==> config.mk <==
export PLATFORM = sky130hd
export DESIGN_NAME = instr_loader
export DESIGN_NICKNAME = d
export VERILOG_FILES = /design/src/rtl/instr_loader.sv
export SDC_FILE = /design/constraint.sdc
export NUM_CORES = 1
export LEC_CHECK = 0
export CAP_MARGIN = 20
export CORE_MARGIN = 4
export CORE_UTILIZATION = 55
export CTS_BUF_LIST = sky130_fd_sc_hd__clkbuf_4
export DETAILED_ROUTE_END_ITERATION = 12
export HOLD_SLACK_MARGIN = 0.1
export PLACE_DENSITY = 0.87
export SLEW_MARGIN = 10
export SYNTH_ARGS = -nofsm -noshare
export SYNTH_HDL_FRONTEND = slang
export SYNTH_SLANG_ARGS = --single-unit
==> constraint.sdc <==
create_clock -name clk -period 3.2 [get_ports clk]
set_clock_uncertainty 0.2 [all_clocks]
set_input_delay 0.32 -clock clk [delete_from_list [all_inputs] [get_ports clk]]
set_output_delay 0.32 -clock clk [all_outputs]
set_load 0.05 [all_outputs]
==> src/rtl/instr_loader.sv <==
// instr_loader: boot-time loader that packs a big-endian byte stream into 32-bit words
// and writes them to instruction memory from word address 0, holding the core meanwhile.
module instr_loader #(
    parameter int DEPTH  = 256,
    parameter int ADDR_W = 8
) (
    input  logic              clk,
    input  logic              rst_n,
    input  logic              start,
    input  logic [ADDR_W:0]   load_len,
    input  logic              abort,
    input  logic              byte_valid,
    input  logic [7:0]        byte_data,
    output logic              byte_ready,
    output logic              mem_we,
    output logic [ADDR_W-1:0] mem_addr,
    output logic [31:0]       mem_wdata,
    output logic              cpu_hold,
    output logic              busy,
    output logic              done,
    output logic              aborted
);
    typedef enum logic [1:0] {IDLE, RECV, WRITE, FIN} state_t;
    localparam logic [ADDR_W:0] MAX_LEN = (ADDR_W+1)'(DEPTH);
    state_t            state_q, state_d;
    logic [ADDR_W:0]   len_q, len_d, cnt_q, cnt_d;
    logic [ADDR_W-1:0] addr_q, addr_d, waddr_q, waddr_d;
    logic [1:0]        idx_q, idx_d;
    logic [23:0]       word_q, word_d;
    logic [31:0]       wdata_q, wdata_d;
    logic              abrt_q, abrt_d;
    always_ff @(posedge clk or negedge rst_n) begin
        if (!rst_n) begin
            state_q <= IDLE;
            len_q   <= '0;
            cnt_q   <= '0;
            addr_q  <= '0;
            waddr_q <= '0;
            idx_q   <= '0;
            word_q  <= '0;
            wdata_q <= '0;
            abrt_q  <= 1'b0;
        end else begin
            state_q <= state_d;
            len_q   <= len_d;
            cnt_q   <= cnt_d;
            addr_q  <= addr_d;
            waddr_q <= waddr_d;
            idx_q   <= idx_d;
            word_q  <= word_d;
            wdata_q <= wdata_d;
            abrt_q  <= abrt_d;
        end
    end
    // The write-side address/data live in their own registers so they hold between writes.
    always_comb begin
        state_d = state_q;
        len_d   = len_q;
        cnt_d   = cnt_q;
        addr_d  = addr_q;
        waddr_d = waddr_q;
        idx_d   = idx_q;
        word_d  = word_q;
        wdata_d = wdata_q;
        abrt_d  = abrt_q;
        case (state_q)
            IDLE: if (start) begin
                len_d   = load_len > MAX_LEN ? MAX_LEN : load_len;
                cnt_d   = '0;
                addr_d  = '0;
                idx_d   = '0;
                abrt_d  = 1'b0;
                state_d = load_len == '0 ? FIN : RECV;
            end
            RECV: if (abort) begin
                abrt_d  = 1'b1;
                state_d = FIN;
            end else if (byte_valid) begin
                word_d = {word_q[15:0], byte_data};
                idx_d  = idx_q + 2'd1;
                if (idx_q == 2'd3) begin
                    wdata_d = {word_q, byte_data};
                    waddr_d = addr_q;
                    state_d = WRITE;
                end
            end
            WRITE: begin
                cnt_d   = cnt_q + 1'b1;
                addr_d  = addr_q + 1'b1;
                abrt_d  = abort;
                state_d = (abort || cnt_d == len_q) ? FIN : RECV;
            end
            FIN:     state_d = IDLE;
            default: state_d = IDLE;
        endcase
    end
    assign byte_ready = state_q == RECV && !abort;
    assign mem_we     = state_q == WRITE;
    assign mem_addr   = waddr_q;
    assign mem_wdata  = wdata_q;
    assign busy       = state_q != IDLE;
    assign cpu_hold   = busy;
    assign done       = state_q == FIN && !abrt_q;
    assign aborted    = state_q == FIN && abrt_q;
endmodule

---- After elaboration in Yosys (flattened, before gate mapping) ----
Cells that the tools add are included.
word-level totals
  bits in registers ....................... 95
  output and inout port bits .............. 46
  logic and storage cells ................. 63
operators by class
  $add $sub $neg .......................... 3
  $lt $le $gt $ge ......................... 1
  equal/unequal tests ..................... 11
  mux-type cells .......................... 19
  bitwise operators ....................... 1
  reduce and logical (&&, ||, !) cells .... 19
operators by type and width
  cell                                                              count
  2-bit 2-to-1 mux                                                  9
  9-bit 2-to-1 mux                                                  2
  9-bit case mux with 2 select lines                                1
  8-bit case mux with 2 select lines                                1
  9-bit by 1-bit adder with 9-bit output (second input constant)    1
  9-bit == test                                                     1
  9-bit > comparator (second input constant)                        1
  9-bit logical NOT                                                 1
  3-bit AND reduction                                               3
  8-bit by 1-bit adder with 8-bit output (second input constant)    1
  8-bit 2-to-1 mux                                                  1
  2-bit inequality test (second input constant)                     4
  2-bit case mux with 4 select lines                                1
  4-bit AND reduction                                               2
  2-bit == test (second input constant)                             3
  3-bit inequality test (second input constant)                     2
  2-bit nonzero test                                                3
  2-bit case mux with 2 select lines                                1
  2-bit AND reduction                                               2
  1-bit logical AND                                                 3
  1-bit case mux with 3 select lines                                1
  3-bit nonzero test                                                1
  2-bit by 1-bit adder with 2-bit output (second input constant)    1
  2-bit by 1-bit == test with 1-bit output (second input constant)  1
  5 further kinds                                                   7

---- Longest topological paths before layout ----
Gate-level depths: netlist of the first run.
  word-level depth ........................ 5
  depth in mapped cells ................... 9
  mapped depth without buffers ............ 7

---- Worst setup path after synthesis of the first run ----
OpenSTA, ideal clock, no wires.
  kind .................................... register -> register
  start point ............................. reg state_q[0]
  end point ............................... reg addr_q[5]
  library setup time ...................... 0.131 ns
  arrival ................................. 1.824 ns
  required time ........................... 2.869 ns
  path slack .............................. 1.045 ns
  stages on the path, launching flop included .. 9
  clock period less this slack ............ 2.155 ns
  cell sequence ........................... dfrtp_1 > inv_1 > ha_1 > clkbuf_1 > mux2i_1 > nor2_1 > nand3_1 > xor2_1 > nor2_1
on the way
  word-level cells in the longest chain between the ends .. 3
  elaborated cells on any way between the ends .. 6
  those cells by class .................... eq/ne: 2; mux: 1; reduce/logical: 3
ends and longest elaborated chain
  item                           RTL line  RTL
  from (decl)                    25        state_t state_q, state_d;
  from (signal assigned)         44        state_q <= state_d;
  2-bit == test (*)              --
  net mem_we                     15        output logic mem_we,
  2-bit nonzero test (no line)   --
  2-bit AND reduction (no line)  --
  to (signal assigned)           47        addr_q <= addr_d;
  to (decl)                      27        logic [ADDR_W-1:0] addr_q, addr_d, waddr_q, waddr_d;
The timed path passes the listed nets; every way through them passes the cells marked *.
A chain may end at the register's enable or synchronous reset.

---- Final worst setup path of the first run ----
  start point ............................. reg state_q[1]
  end point ............................... out byte_ready
on the way
  word-level cells in the longest chain between the ends .. 2
ends and longest elaborated chain
  item                                      RTL line  RTL
  2-bit by 1-bit == test with 1-bit output  97        assign byte_ready = state_q == RECV && !abort;
  1-bit logical AND                         97
  to (decl)                                 14        output logic byte_ready,
No other way between the ends.

==> results of run 1 <==
-- Yosys cell counts (all sizes together) --
| cell type | count | share of area [%] |
|---|---|---|
| a21boi | 1 | 0.26 |
| a21o | 2 | 0.35 |
| nor3 | 5 | 0.58 |
| o32ai | 1 | 0.37 |
| nand3 | 13 | 1.6 |
| ha | 8 | 2.3 |
| a41oi | 1 | 0.20 |
| and3 | 4 | 0.69 |
| o21ai | 22 | 2.5 |
| a21oi | 6 | 0.69 |
| xnor2 | 11 | 2.4 |
| a32o | 3 | 0.69 |
| or3 | 1 | 0.14 |
| and2 | 1 | 0.14 |
| o2bb2ai | 1 | 0.20 |
| nor2 | 13 | 1.1 |
| nand4 | 3 | 0.43 |
| dfrtp | 95 | 55 |
| a31oi | 3 | 0.43 |
| a2bb2oi | 1 | 0.20 |
| nand2b | 11 | 1.6 |
| nor4 | 1 | 0.14 |
| and4 | 1 | 0.20 |
| nor2b | 5 | 0.72 |
| nand2 | 32 | 2.9 |
| clkbuf | 6 | 0.52 |
| nor3b | 1 | 0.17 |
| inv | 5 | 0.43 |
| buf | 17 | 2.7 |
| xor2 | 6 | 1.2 |
| o31ai | 1 | 0.17 |
| a22o | 6 | 1.2 |
| o221ai | 1 | 0.20 |
| mux2i | 3 | 0.69 |
| o21bai | 1 | 0.17 |
| mux2 | 65 | 17 |
-- per-stage QoR --
step	cell area [µm²]	worst slack (ps)	utilization [%]
detailed placement	5050	813	65.7
global placement	5050	863	65.7
finish	5210	377	67.8
floorplan	4340	1050	-
CTS	5210	350	67.8
global route	5210	244	67.8
-- layout make-up --
cell class | instances | area share (%)
flip-flops and latches | 95 | 45.6
clock buffers | 9 | 1.30
well taps | 102 | 2.45
clock inverters | 7 | 1.66
multi-input cells | 234 | 34.7
inverters | 5 | 0.360
repair buffers | 74 | 13.9
-- metal layers --
layer / vias to the layer above / routed length (µm) / share of wire (%) / global-route usage (%)
li1: 1372 / - / - / -
met1: 1405 / 3550 / 44 / 23.3
met2: 53 / 4050 / 51 / 31.2
met3: 8 / 294 / 3.7 / 3.39
met4: 0 / 96 / 1.2 / 5.51
met5: - / 0 / 0 / 0
-- placed cells by master (no fill, tap or decap), types with 8 or more instances in the layout --
master            n
o21ai_0          17
nand3_1          11
mux2_1           65
nor2_1           13
clkdlybuf4s50_1  66
clkbuf_4          9
nand2_1          30
nand2b_1         11
dfrtp_1          95
ha_1              8
xnor2_1          10
-- cells by family after synthesis --
logic type | Yosys count
adder cells (fa/ha/maj) | 8
buffers and inverters | 28
multiplexers | 68
AO/OA/AOI/OAI | 50
flip-flops | 95
XOR/XNOR | 17
AND/OR/NAND/NOR | 91
-- worst max-delay path by stage --
| stage | end | cells after the start | from | slack (ps) |
|---|---|---|---|---|
| 6_report | byte_ready | 4 | state_q[1] | 380 |
| 5_1_grt | byte_ready | 4 | state_q[1] | 240 |
| 4_1_cts | byte_ready | 4 | state_q[1] | 350 |
| 3_5_place_dp | mem_wdata[18] | 6 | abort | 810 |
| 3_3_place_gp | mem_wdata[0] | 6 | abort | 860 |
| 2_1_floorplan | addr_q[5] | 8 | state_q[0] | 1050 |
-- worst reg2reg max path, cell delays in order (launching register included) --
cell,delay (ps)
dfrtp_1,460
inv_1,120
ha_1,250
nor2b_1,210
buf_4,160
nand2_2,360
mux2_1,490
-- flip-flops by register name, indices dropped and copies added (netlist names) --
register and count:
abrt_q 1, addr_q 8, cnt_q 9, idx_q 2, len_q 9, mem_addr 8, mem_wdata 32, state_q 2
word_q 24
-- report_power, final --
group	internal [mW]	leakage (nW)	switching, mW
sequential	1.51	1.26	0.250
clock	0.255	0.0845	0.436
combinational	0.577	1.08	0.834
total	2.34	2.43	1.52
==> summary.md, run 1 <==
| Metric | Value |
|---|---|
| Critical Path AT | `~2300 ps` |
| I/O pins | `68` |
| CTS resizes | `0` |
| Fmax | `between 300 and 400 MHz` |
| XOR/XNOR share of the synthesized area | `approximately 3.6%` |
| Cell variety after synth | `43` |
| Max-slew violation count | `0` |
| Outcome | `complete, no violations` |
| Critical path startpoint category | `register` |
| Hold_buf cts | `1` |
| Grt ovf | `0` |
| Worst hold start | `load_len[5]` |
| Reg2Reg Capture Point | `word_q[4]` |
| Register area | `roughly 2400 µm²` |
| Ys Warns | `0` |
| DPL Wire Length | `5740 µm` |
| Critical-path top delay cell | `clkdlybuf4s50_1` |
| Worst Hold Class | `input port to register` |
| Slew HR | `43.9%` |
| RR Startpoint | `state_q[1]` |
| Initial Util | `between 50% and 60%` |
| Die area | `about 9400 µm²` |
| Final hold slack | `248 ps` |
| Initial antenna violation count | `0` |
| Crit path kind | `register to primary output` |
| DRT iter0 DRCs | `slightly above 90` |
| CP required | `between 2000 and 3000 ps` |
| Area of the multi-input gates | `between 1500 and 2000 µm²` |
| Routed vias/inst | `~5.4` |
| Total of max-cap violations | `0` |
| Adder-cell share of the synthesized area | `2.31%` |
| Clock latency on the worst-skew pair | `approximately 440 ps` |
| Die X | `just under 100 µm` |
| Finished Layout Cells | `approximately 530` |
| CTS tree | `done` |
| Worst Hold Path EP | `len_q[5]` |
| Core footprint | `around 7700 µm²` |
| Synth Net Count | `just under 400` |
| Detailed Routing Iterations Pass 1 | `4` |
| VDD IR max | `approximately 0.33 mV` |
| # rows | `32` |
| PortBufs | `67` |
| Synth-to-Final Area Change | `20.1%` |
| Reg2Reg Depth | `6` |
| Drc violations | `0` |
| CP cell instances | `inv_1 > ha_1 > nor2b_1 > clkdlybuf4s50_1` |
| Mean area per synthesized cell | `around 12 µm²` |
| Total design power | `3.86 mW` |
| Diode count | `0` |
| Seq/Total Area, Yosys | `a little over half` |
| Total CTS buffers | `9` |
| Global Route Usage Sum | `approximately 18%` |
| Crit-path max cell delay | `between 800 and 900 ps` |
| Hold path depth | `3` |
| Fill count | `approximately 580` |
| Die H | `around 97 µm` |
| Post-CTS setup buffers | `0` |
| RSZ-0062 raised after global routing | `false` |
| Yosys reg bits | `95` |
| Proportion of synthesized area in mux cells | `roughly 18%` |
| Worst Max-Slew Pin Slew | `842 ps` |
| Worst-path clk slew | `about 160 ps` |
| Setup TNS | `0 ps` |
| Largest family of logic cells by synthesized area | `multiplexers` |
| Nets | `about 450` |
| Placed insts | `509` |
| Flop2flop setup slack | `between 800 and 900 ps` |
| Critical path fanouts, max | `6` |
| Element type at the critical path end | `primary output` |
| Pwr Density | `roughly 740 nW/µm²` |
| Clock Tree Buf Depth | `2` |
| First-pass GRT wire length | `approximately 14000 µm` |
| Pin count of the biggest net entering global routing | `69` |
| Routed Antenna Nets | `0` |
| Synth Area in Simple Gates | `10.4%` |
| Vias in the first global route | `approximately 2900` |
| Post-DR wirelength/cell | `around 15 µm` |
| DR vias | `about 2800` |
| Netlist Area Pre-Place | `between 4000 and 5000 µm²` |
| Leak | `around 2.4 nW` |
| Min Clock Period, post-route | `around 2800 ps` |
| DRT Wirelength | `about 8000 µm` |
| GPL Wtd Cong | `~0.85` |
| Layout cell share with drive strength beyond 1 | `7.31%` |
| CTS Sinks | `95` |
| H-tree depth | `3` |
| Final setup fails | `0` |
| Final hold vios | `0` |
| Post-synthesis compound-gate area fraction | `7.70%` |
| Final worst-path cycle share | `88.2%` |
| Mapped Cells | `~360` |
| Cell family with most CP delay | `buffers and inverters` |
| Buf/Inv on CP | `2` |
| Clock root cell | `clkbuf_4` |
Power figures use the tool's default switching activity.
==> inputs of run 2 (changes only) <==
- CTS_CLUSTER_DIAMETER: unset -> 50
==> results of run 2 <==
The final DEF is identical to that of run 1; final timing and power are the same.
==> inputs of run 3 (changes only) <==
- REMOVE_ABC_BUFFERS: unset -> 1
- SLEW_MARGIN: 10 -> 15
==> run 3 against run 2 <==
Compared with the run above: combinational power about the same; flip-flop and latch count unchanged; cell count unchanged; global-route usage down 0.27 points; sequential share of layout area up 0.21 points; wire length down 0.14%; maximum frequency up 1.8%; via count up 2.1%; design area down 0.46%.
==> summary.md, run 3 (synthesis gave the netlist of run 1 again) <==
| Metric | Value |
|---|---|
| Slack of the critical path | `approximately 430 ps` |
| Routed vias/inst | `about 5.5` |
| Detailed Routing Iterations Pass 1 | `4` |
| Final worst-path cycle share | `between 80% and 90%` |
| DR vias | `between 2000 and 3000` |
| Worst-path clk slew | `approximately 150 ps` |
| Outcome | `complete, no violations` |
| Die X | `just under 100 µm` |
| H-tree depth | `3` |
| Diode count | `0` |
| Final Instance Area | `a little over 5000 µm²` |
| CP required | `about 2700 ps` |
| Fmax | `roughly 360 MHz` |
| RR Startpoint | `state_q[1]` |
| PortBufs | `67` |
| Min Clock Period, post-route | `between 2000 and 3000 ps` |
| DPL Wire Length | `around 5800 µm` |
| GPL Wtd Cong | `0.908` |
| Most frequent cells in the layout | `dfrtp_1, mux2_1, clkdlybuf4s50_1` |
| Slew HR | `50.3%` |
| Final setup fails | `0` |
| Initial antenna violation count | `0` |
| Worst Hold Class | `input port to register` |
| Final Util | `around two thirds` |
| RSZ-0062 raised after global routing | `false` |
| Largest register FFs | `32` |
| Leak | `2.43 nW` |
| I/O pins | `just under 70` |
| Flop2flop setup slack | `between 700 and 800 ps` |
| Initial Util | `~56%` |
| Sw Share | `40.3%` |
| Final hold vios | `0` |
| Vias in the first global route | `about 2800` |
| Reg2Reg Capture Point | `word_q[9]` |
| Die H | `roughly 97 µm` |
| Total of max-cap violations | `0` |
| Reg2Reg Depth | `5` |
| VDD IR max | `0.536 mV` |
| Clock latency on the worst-skew pair | `460 ps` |
| Clock Tree Buf Depth | `2` |
| Commonest non-fill, non-tap cell in the layout | `dfrtp_1` |
| Placed Instance Area | `between 5000 and 6000 µm²` |
| Critical path startpoint category | `register` |
| # rows | `32` |
| Worst Max-Slew Pin Slew | `~750 ps` |
| Drc violations | `0` |
| DRT iter0 DRCs | `just under 80` |
| Sequential share of power | `approximately 46%` |
| Crit path kind | `register to primary output` |
| Comb power frac | `37.6%` |
| CTS tree | `done` |
| Grt ovf | `0` |
| CP Capture Point | `cpu_hold` |
| DRT Wirelength | `between 7000 and 8000 µm` |
| First-pass GRT wire length | `between 10000 and 15000 µm` |
| Routed Antenna Nets | `0` |
| Total CTS buffers | `9` |
| Critical Path AT | `approximately 2300 ps` |
| Critical path fanouts, max | `9` |
| Max-slew violation count | `0` |
| Core footprint | `~7700 µm²` |
| Element type at the critical path end | `primary output` |
| Fill count | `565` |
| CP startpoint | `state_q[0]` |
| Clk network pwr share | `between 15 and 20%` |
| Post-place setup slack | `between 500 and 600 ps` |
| Clock root cell | `clkbuf_4` |
| Nets | `between 400 and 500` |
| Cell-internal power | `roughly 2.3 mW` |
| Post-DR wirelength/cell | `around 15 µm` |
| Pin count of the biggest net entering global routing | `62` |
| Synth-to-Final Area Change | `19.5%` |
| Global Route Usage Sum | `between 10% and 20%` |
| Switching Power | `1.53 mW` |
| Die area | `approximately 9400 µm²` |
| CTS Sinks | `95` |
| Pwr Density | `732 nW/µm²` |
| Layout cell share with drive strength beyond 1 | `between 7 and 8%` |
==> run 3: metal layers <==
layer / wire length [µm] / GRT usage (%) / vias up
met5: 0 / 0 / -
met4: 97 / 5.62 / 0
met3: 465 / 4.11 / 8
met2: 3790 / 28.6 / 81
met1: 3630 / 24.2 / 1428
li1: - / - / 1381
==> run 3: how the worst min path moves through the flow <==
stage,endpoint,slack [ps],startpoint,cells after the start
detailed placement,mem_wdata[6],240,rst_n,1
global placement,mem_wdata[6],230,rst_n,1
CTS,len_q[1],230,load_len[1],3
global route,len_q[1],250,load_len[1],3
finish,len_q[3],240,load_len[3],3
floorplan,abrt_q,-180,rst_n,0
==> run 3: area by class of cell <==
class / instances / area [µm²] / share of cell area [%]
clock inverter: 7 / 60.1 / 1.16
sequential: 95 / 2380 / 45.8
tap: 102 / 128 / 2.46
clock buffer: 9 / 67.6 / 1.30
multi-input combinational: 234 / 1810 / 34.9
timing repair buffer: 74 / 726 / 14.0
inverter: 5 / 18.8 / 0.362
==> run 3: what timing repair did <==
action,in CTS,in global routing
hold buffers,1,0
gates resized for setup,0,1
buffers inserted,0,0
setup endpoints to repair,0,1
endpoints found under the hold margin,59,0
==> run 3: critical path: stages (launching register included) <==
cell and delay, ps:
dfrtp_1 460, inv_1 90, ha_1 330, inv_1 120, clkdlybuf4s50_1 810
==> run 3: power groups by stage <==
stage                     Sequential, mW  Combinational, mW  Clock [mW]
after floorplan                     1.93              0.784           0
after global placement              1.76               1.37           0
after detailed placement            1.79               1.44           0
after CTS                           1.77               1.44       0.625
after global routing                1.81               1.55       0.676
final                               1.76               1.43       0.607
==> run 3: metrics by stage <==
| stage | cells | TNS [ps] | power, mW | hold slack (ps) |
|---|---|---|---|---|
| after detailed placement | 509 | 0 | 3.23 | 241 |
| after global placement | 509 | 0 | 3.14 | 235 |
| after CTS | 526 | 0 | 3.83 | 229 |
| final | 526 | 0 | 3.80 | 243 |
| after global routing | 526 | 0 | 4.04 | 248 |
| after floorplan | 334 | -27780 | 2.71 | -176 |
